===== config.mk =====
export PLATFORM = sky130hd
export DESIGN_NAME = shift_add_mult_ctrl_flat
export DESIGN_NICKNAME = d
export VERILOG_FILES = /design/src/rtl/shift_add_mult_ctrl_pkg.sv /design/src/rtl/shift_add_mult_ctrl_if.sv /design/src/rtl/shift_add_mult_ctrl_rca_adder.sv /design/src/rtl/shift_add_mult_ctrl.sv /design/src/flat_wrapper.sv
export SDC_FILE = /design/constraint.sdc
export NUM_CORES = 1
export LEC_CHECK = 0
export CORE_AREA = 4 4 69 71
export CTS_CLUSTER_SIZE = 16
export DETAILED_ROUTE_END_ITERATION = 7
export DIE_AREA = 0 0 73 75
export PLACE_DENSITY = 0.75
export SYNTH_ARGS = -nofsm -noshare
export SYNTH_HDL_FRONTEND = slang
export SYNTH_SLANG_ARGS = --single-unit

===== constraint.sdc =====
create_clock -name clk_i -period 4.3 [get_ports clk_i]
set_input_delay 0.86 -clock clk_i [delete_from_list [all_inputs] [get_ports clk_i]]
set_output_delay 0.86 -clock clk_i [all_outputs]
set_load 0.02 [all_outputs]

===== src/rtl/shift_add_mult_ctrl_pkg.sv =====
// Shared types and defaults for the shift-and-add multiplier controller.
package mult_pkg;

  localparam int DEFAULT_WIDTH = 8;

  typedef enum logic [1:0] {
    IDLE,
    CALC,
    DONE
  } mult_state_t;

endpackage


===== src/rtl/shift_add_mult_ctrl_if.sv =====
// Request/result bundle between a requesting master and the multiplier controller.
interface shift_add_mult_ctrl_if
  import mult_pkg::*;
#(
  parameter int WIDTH = DEFAULT_WIDTH
);

  logic               start_i;
  logic [WIDTH-1:0]   a_i;
  logic [WIDTH-1:0]   b_i;
  logic               busy_o;
  logic               done_o;
  logic [2*WIDTH-1:0] product_o;

  modport master (
    output start_i, a_i, b_i,
    input  busy_o, done_o, product_o
  );

  modport slave (
    input  start_i, a_i, b_i,
    output busy_o, done_o, product_o
  );

endinterface


===== src/rtl/shift_add_mult_ctrl_rca_adder.sv =====
// Full-adder cell and the WIDTH-bit ripple-carry adder built from a chain of them.
module carry_adder (
  input  logic a_i,
  input  logic b_i,
  input  logic c_i,
  output logic s_o,
  output logic c_o
);

  assign s_o = a_i ^ b_i ^ c_i;
  assign c_o = (a_i & b_i) | (c_i & (a_i ^ b_i));

endmodule

module rca_adder #(
  parameter int WIDTH = 8
) (
  input  logic [WIDTH-1:0] a_i,
  input  logic [WIDTH-1:0] b_i,
  input  logic             c_i,
  output logic [WIDTH-1:0] s_o,
  output logic             c_o
);

  logic [WIDTH:0] carry;

  assign carry[0] = c_i;

  for (genvar i = 0; i < WIDTH; i++) begin : g_cell
    carry_adder u_cell (
      .a_i (a_i[i]),
      .b_i (b_i[i]),
      .c_i (carry[i]),
      .s_o (s_o[i]),
      .c_o (carry[i+1])
    );
  end

  assign c_o = carry[WIDTH];

endmodule


===== src/rtl/shift_add_mult_ctrl.sv =====
// Sequential unsigned shift-and-add multiplier: one ripple-carry adder reused over WIDTH
// cycles, with a start/done handshake and a held product register.
module shift_add_mult_ctrl
  import mult_pkg::*;
#(
  parameter int WIDTH = DEFAULT_WIDTH
) (
  input  logic                  clk_i,
  input  logic                  rst_i,
  shift_add_mult_ctrl_if.slave  bus
);

  localparam int CW = $clog2(WIDTH);

  mult_state_t        state_q,   state_d;
  logic [CW-1:0]      cnt_q,     cnt_d;
  logic [WIDTH-1:0]   mcand_q,   mcand_d;
  logic [WIDTH-1:0]   mplr_q,    mplr_d;
  logic [WIDTH-1:0]   acc_q,     acc_d;
  logic [2*WIDTH-1:0] product_q, product_d;

  logic [WIDTH-1:0]   addend;
  logic [WIDTH-1:0]   sum;
  logic               carry;
  logic [2*WIDTH-1:0] stepResult;

  assign addend = mplr_q[0] ? mcand_q : '0;

  rca_adder #(.WIDTH(WIDTH)) u_adder (
    .a_i (acc_q),
    .b_i (addend),
    .c_i (1'b0),
    .s_o (sum),
    .c_o (carry)
  );

  // The adder carry becomes the new accumulator MSB as {acc, mplr} shifts right.
  assign stepResult = {carry, sum, mplr_q[WIDTH-1:1]};

  always_ff @(posedge clk_i) begin
    if (rst_i) begin
      state_q   <= IDLE;
      cnt_q     <= '0;
      mcand_q   <= '0;
      mplr_q    <= '0;
      acc_q     <= '0;
      product_q <= '0;
    end else begin
      state_q   <= state_d;
      cnt_q     <= cnt_d;
      mcand_q   <= mcand_d;
      mplr_q    <= mplr_d;
      acc_q     <= acc_d;
      product_q <= product_d;
    end
  end

  always_comb begin
    state_d   = state_q;
    cnt_d     = cnt_q;
    mcand_d   = mcand_q;
    mplr_d    = mplr_q;
    acc_d     = acc_q;
    product_d = product_q;

    case (state_q)
      IDLE, DONE: begin
        if (bus.start_i) begin
          state_d = CALC;
          mcand_d = bus.a_i;
          mplr_d  = bus.b_i;
          acc_d   = '0;
          cnt_d   = '0;
        end else begin
          state_d = IDLE;
        end
      end
      CALC: begin
        {acc_d, mplr_d} = stepResult;
        // The counter parks on its last value so it never wraps past WIDTH-1.
        if (cnt_q == CW'(WIDTH - 1)) begin
          state_d   = DONE;
          product_d = stepResult;
        end else begin
          cnt_d = cnt_q + CW'(1);
        end
      end
      default: state_d = IDLE;
    endcase
  end

  assign bus.busy_o    = (state_q == CALC);
  assign bus.done_o    = (state_q == DONE);
  assign bus.product_o = product_q;

endmodule


===== src/flat_wrapper.sv =====
// flat-port wrapper written by rule: the top's interface ports become plain ports
module shift_add_mult_ctrl_flat import mult_pkg::*;
#(
  parameter int WIDTH = DEFAULT_WIDTH
)
  (clk_i, rst_i, bus_start_i, bus_a_i, bus_b_i, bus_busy_o, bus_done_o, bus_product_o);
  shift_add_mult_ctrl_if #(.WIDTH(WIDTH)) bus_i ();
  input  logic clk_i;
  input  logic rst_i;
  input wire logic [$bits(bus_i.start_i)-1:0] bus_start_i;
  input wire logic [$bits(bus_i.a_i)-1:0] bus_a_i;
  input wire logic [$bits(bus_i.b_i)-1:0] bus_b_i;
  output wire logic [$bits(bus_i.busy_o)-1:0] bus_busy_o;
  output wire logic [$bits(bus_i.done_o)-1:0] bus_done_o;
  output wire logic [$bits(bus_i.product_o)-1:0] bus_product_o;
  assign bus_i.start_i = bus_start_i;
  assign bus_i.a_i = bus_a_i;
  assign bus_i.b_i = bus_b_i;
  assign bus_busy_o = bus_i.busy_o;
  assign bus_done_o = bus_i.done_o;
  assign bus_product_o = bus_i.product_o;
  shift_add_mult_ctrl #(.WIDTH(WIDTH)) u_core (.clk_i(clk_i), .rst_i(rst_i), .bus(bus_i));
endmodule

Word level (Yosys, flattened, before mapping) --
Index checks and enable logic that the tools add are counted.
Word-level totals: flip-flop bits (word level) 45, bits in latches 0, RAM bits 0, ROM bits 0, input port bits 19, output and inout bits 18, logic and storage cells 68, memories kept 0
Cells by class: add/sub/neg operators 1, multiply operators 0, divide/modulo/power cells 0, magnitude comparators 0, eq/ne operators 6, shift-type cells 0, mux-type cells 11, bitwise logic cells 37, reductions and logical operators 7
Operators with widths (number):
- $pmux W8 S2 | 2
- $mux W8 | 3
- $and A1 B1 Y1 | 15
- $xor A1 B1 Y1 | 15
- $or A1 B1 Y1 | 7
- $mux W3 | 2
- $pmux W3 S2 | 1
- $reduce_and A2 Y1 | 3
- $ne A2 B2 Y1 const B | 2
- $pmux W2 S2 | 1
- $add A3 B1 Y3 const B | 1
- $eq A3 B3 Y1 const B | 1
- $reduce_and A3 Y1 | 1
- $eq A2 B1 Y1 const B | 1
- $eq A2 B2 Y1 const B | 1
- $logic_not A2 Y1 | 1
- $mux W2 | 1
- $ne A2 B1 Y1 const B | 1
- $reduce_bool A2 Y1 | 1
- $reduce_or A2 Y1 | 1
- $mux W1 | 1

Depth between registers and ports, before layout --
depth in word-level cells 17, mapped depth 14

By module --
From an unflattened synthesis, not the netlist that was laid out.
Unflattened totals: cells, all modules 228, area, all modules 1939.4 um2
Modules (own cells, without submodules):
- shift_add_mult_ctrl | instances 1, cells an instance 220, area an instance 1779.2 um2, seq. area each 900.9 um2
- carry_adder | instances 8, cells an instance 1, area an instance 20.0 um2, seq. area each 0.0 um2

Least setup slack after synthesis --
OpenSTA, ideal clock, no wires.
path kind register to register, start reg u_core.mplr_q[0], end reg u_core.acc_q[6], library setup time 0.128 ns, data arrival time 3.835 ns, required time 4.172 ns, slack 0.338 ns, cell stages (with the launch flop) 15, period minus slack after synthesis 3.962 ns, path through dfxtp_1 clkbuf_1 and2_1 ha_1 inv_1 fa_1 fa_1 fa_1 fa_1 fa_1 fa_1 fa_1 nor3b_1 a31oi_1 nor2_1
Between the ends: cells in the longest elaborated chain, start to end 16, elaborated cells on any way between the ends 29
RTL lines:
- from (decl) | RTL line shift_add_mult_ctrl.sv:18 | logic [WIDTH-1:0] mplr_q, mplr_d;
- from (signal assigned) | RTL line shift_add_mult_ctrl.sv:52 | mplr_q <= mplr_d;
- $mux W8 (*) | RTL line shift_add_mult_ctrl.sv:27 | assign addend = mplr_q[0] ? mcand_q : '0;
- $and A1 B1 Y1 / $xor A1 B1 Y1 (equally long branches) | RTL line shift_add_mult_ctrl_rca_adder.sv:11 | assign c_o = (a_i & b_i) | (c_i & (a_i ^ b_i));
- $and A1 B1 Y1 | RTL line shift_add_mult_ctrl_rca_adder.sv:11
- $or A1 B1 Y1 | RTL line shift_add_mult_ctrl_rca_adder.sv:11
- $and A1 B1 Y1 | RTL line shift_add_mult_ctrl_rca_adder.sv:11
- $or A1 B1 Y1 | RTL line shift_add_mult_ctrl_rca_adder.sv:11
- $and A1 B1 Y1 | RTL line shift_add_mult_ctrl_rca_adder.sv:11
- $or A1 B1 Y1 | RTL line shift_add_mult_ctrl_rca_adder.sv:11
- $and A1 B1 Y1 | RTL line shift_add_mult_ctrl_rca_adder.sv:11
- $or A1 B1 Y1 | RTL line shift_add_mult_ctrl_rca_adder.sv:11
- $and A1 B1 Y1 | RTL line shift_add_mult_ctrl_rca_adder.sv:11
- $or A1 B1 Y1 | RTL line shift_add_mult_ctrl_rca_adder.sv:11
- $and A1 B1 Y1 | RTL line shift_add_mult_ctrl_rca_adder.sv:11
- $or A1 B1 Y1 | RTL line shift_add_mult_ctrl_rca_adder.sv:11
- $xor A1 B1 Y1 (*) | RTL line shift_add_mult_ctrl_rca_adder.sv:10 | assign s_o = a_i ^ b_i ^ c_i;
- $pmux W8 S2 (*) | RTL line shift_add_mult_ctrl.sv:66 | case (state_q)
- to (signal assigned) | RTL line shift_add_mult_ctrl.sv:46 | acc_q <= '0;
- to (signal assigned) | RTL line shift_add_mult_ctrl.sv:53 | acc_q <= acc_d;
- to (decl) | RTL line shift_add_mult_ctrl.sv:19 | logic [WIDTH-1:0] acc_q, acc_d;
Every way passes the cells marked *; elsewhere a longest branch is shown, timed or not. A chain may end at the register's enable or synchronous reset.

Worst setup path after layout --
Same ends and word-level chain as after synthesis.

==> run summary <==
The worst path in the final design needs a cycle of 3.947 ns, including I/O delays and setup. At the worst endpoint, the arrival time is 4.17 ns. The final number of hold-violating endpoints is 0, and the total CTS buffers is 5.

The tools report the root buffer selected by CTS as clkbuf_8. The tools report the via count of the first global-routing pass as 1488. The clock latency on the worst-skew pair was 0.28 ns; the wire length reported by the detailed router was 4.064 mm. The sort of element at the end of the critical path was a flip-flop.

The tools report the initial antenna violation count as 0. The number of setup violations in the final report was 0. The fraction of layout cells with a size suffix above 1 came out at 9.266%. The share of the core filled with cells in the final layout came out at 57.92%. The type of the setup path with the least slack is flip-flop to flip-flop. The combined global-route utilization of all metal layers is 15.89%, and the initial core utilization is 48.26%. Buffers plus inverters on the worst setup path: 1. In this run, post-CTS repair resized a total of 0 instances.

The logs give 2452 µm² for the finished layout cell area and 131 for the DRC marker count from the first detailed-route iteration. The quantity of I/O buffers inserted on ports works out to 36. The post-synthesis to final-layout area growth was 20.02%. The largest stage delay on the critical path was 0.47 ns; the total half-perimeter wirelength after legalization and detailed placement was 2.853 mm. Unique cell type count in the Yosys netlist: 25. The most common cell type on the critical path was fa_1.

At the end of routability-driven placement, the weighted congestion stood at 0.8619. Total placed cells including tap cells: 303. The family of cells with the greatest summed delay on the critical path was adder cells. The filler-free cell count of the finished design was 311. Dividing total power by cell area gives a power density of 326.2 nW/µm². The run gives 0 as the final antenna-violating net count. The count of H-tree levels built during CTS was 2; the detail-routed net length per standard cell was 13.07 µm. The tools report the max-slew violation total from the final report as 0. Slowest cell on the critical path: fa_1. STA classifies the critical path startpoint as a flip-flop. After synthesis the netlist holds a flip-flop and latch count of 45. The tools report the data required time of the worst path as 4.52 ns.

The run gives 0 as the number of inserted diodes. Setup repair after global routing left no endpoint under its margin. TritonCTS built the clock tree. The run gives 0.003858 ns as the maximum clock skew at final layout. Clock-pin transition on the worst setup and hold timing paths: 0.08 ns. The run gives 2 as the worst-case clock buffer depth.

A synthesized cell averages 8.884 µm². For the area of the core region, the log shows 4234 µm². In this run the tightest slew margin relative to its limit is 27.89%. The logs give 37 for the number of ports placed on the die boundary and 0 for the count of buffers added by post-CTS timing repair for setup. The sequential share of the synthesized area is 44.09%. Worst supply voltage drop on vdd: 0.2238 mV. Max-cap violations in this run came to 0.

For the final routed database, the setup TNS stands at 0 ns. Type of the worst min-delay path: flip-flop to flip-flop. The logs give 0.8156 nW for the leakage power total and 0 for the count of synthesis-stage warnings from yosys. The floorplan has 24 rows. The maximum net fanout on the critical path works out to 2. The signal on the critical path passes through and2_1 > ha_1 > inv_1 > fa_1 > fa_1 > fa_1 > fa_1 > fa_1 > fa_1 > fa_1 > nor3b_1 > a31oi_1 > nor2_1. The via count normalized by instance count came out at 5.180. The first global-routing pass estimated 6.796 mm of wire.

Total clock sinks: 45. The instance area after placement came out at 2351 µm². Derived from the worst setup path, the maximum achievable clock frequency is 0.2533 GHz.

Counting every net in the synthesized netlist gives 259. The count of nets after finishing came out at 287. For this run, design rule violations remaining after detail routing come to 0. The routed layout has 1611 vias. The leftover overflow at the end of global routing was 0.

The worst-margin pin slew works out to 1.082 ns. The floorplan step defined a die boundary enclosing 5475 µm². After synthesis the cells add up to 2043 µm². The first TritonRoute pass finished after 4 iterations. The run finished with clean final reports. After clock tree synthesis, the flow added hold-fix buffers numbering 0.

The floorplan die width came out at 73 µm. The ratio of final minimum period to clock period came out at 91.80%. The cell count after synthesis came out at 230.

The floorplan step set the die height to 75 µm. The post-route total power came out at 0.8000 mW. Entering global routing, the biggest net connects 29 pins.
[layout by cell type (no fill, tap or decap)]
master	n
clkdlybuf4s50_1	36
nand3_1	3
nand2b_1	3
clkbuf_8	7
or3b_1	1
inv_1	9
nor2_1	21
a211oi_2	8
nor3b_1	9
fa_1	7
a31oi_1	8
and2_1	1
nand3b_1	1
nor2b_1	2
clkinv_2	1
dfxtp_1	45
nand2_1	57
nor2_2	4
a21oi_1	20
a311oi_1	8
ha_1	3
buf_4	4
and3b_1	1
[layer usage]
metal / part of all wire (%) / up-vias / track usage, %
li1: - / 819 / -
met1: 49 / 751 / 22.29
met2: 46 / 37 / 24.03
met3: 4.1 / 4 / 3.872
met4: 1.3 / 0 / 5.328
met5: 0 / - / 0
[power breakdown]
part / internal, mW / switching (mW)
sequential: 0.431 / 0.0123
combinational: 0.0363 / 0.0430
clock: 0.145 / 0.132
[cells by family (layout without fill, tap and decap cells)]
logic type                 after synthesis  count (layout)  share of synthesized area [%]
AOI/OAI and AO/OA                       44              44                          15.68
adders and majority gates               10              10                          8.696
buffers and inverters                   28              57                          8.879
DFF                                     45              45                          44.09
and+or+nand+nor                        103             103                          22.66
[tightest hold or removal path, stage by stage (launching register included)]
cell and delay [ns]:
dfxtp_1 0.31, nand2_1 0.05, a21oi_1 0.05
[sequential cells by signal, indices dropped and copies added (netlist names)]
register and count:
u_core.mplr_q 8, u_core.cnt_q 3, u_core.acc_q 8, u_core.state_q 2, u_core.bus.product_o 16, u_core.mcand_q 8
[through the flow]
step / hold slack, ns / setup WS (ns)
3_3_place_gp: 0.4433 / 0.4670
6_report: 0.4587 / 0.3528
3_5_place_dp: 0.4498 / 0.3986
5_1_grt: 0.4792 / 0.1757
2_1_floorplan: 0.4317 / 0.3377
4_1_cts: 0.4617 / 0.3630
[final timing paths]
check                           from                      end  slack [ns]  depth (start not counted)
max reg2reg         u_core.mplr_q[0]          u_core.acc_q[6]        0.35                         13
min          u_core.bus.product_o[3]  u_core.bus.product_o[3]        0.46                          2
min reg2reg  u_core.bus.product_o[3]  u_core.bus.product_o[3]        0.46                          2
max                 u_core.mplr_q[0]          u_core.acc_q[6]        0.35                         13
[area by class of cell]
| class | count | area (µm²) |
|---|---|---|
| Fill cell | 379 | 1782 |
| Multi-Input combinational cell | 157 | 960.9 |
| Sequential cell | 45 | 900.9 |
| Timing Repair Buffer | 40 | 390.4 |
| Clock buffer | 7 | 96.34 |
| Tap cell | 52 | 65.06 |
| Inverter | 9 | 33.78 |
| Clock inverter | 1 | 5.005 |
[Yosys cell counts]
master	number	area (µm²)
nand3b_1	1	7.510
ha_1	3	37.54
nor2b_1	2	12.51
a311oi_1	8	70.07
and3b_1	1	8.760
a31oi_1	8	50.05
inv_1	9	33.78
buf_2	2	10.01
nor2_2	4	25.02
nor2_1	21	78.83
clkbuf_2	1	5.000
nand3_1	3	15.01
nand2_1	57	214.0
buf_6	5	56.30
and2_1	1	6.260
fa_1	7	140.1
a21oi_1	20	100.1
nor3b_1	9	67.56
a211oi_2	8	100.1
buf_12	1	20.02
dfxtp_1	45	900.9
clkbuf_1	5	18.77
or3b_1	1	8.760
buf_4	5	37.54
nand2b_1	3	18.77
Power figures use the tool's default switching activity.
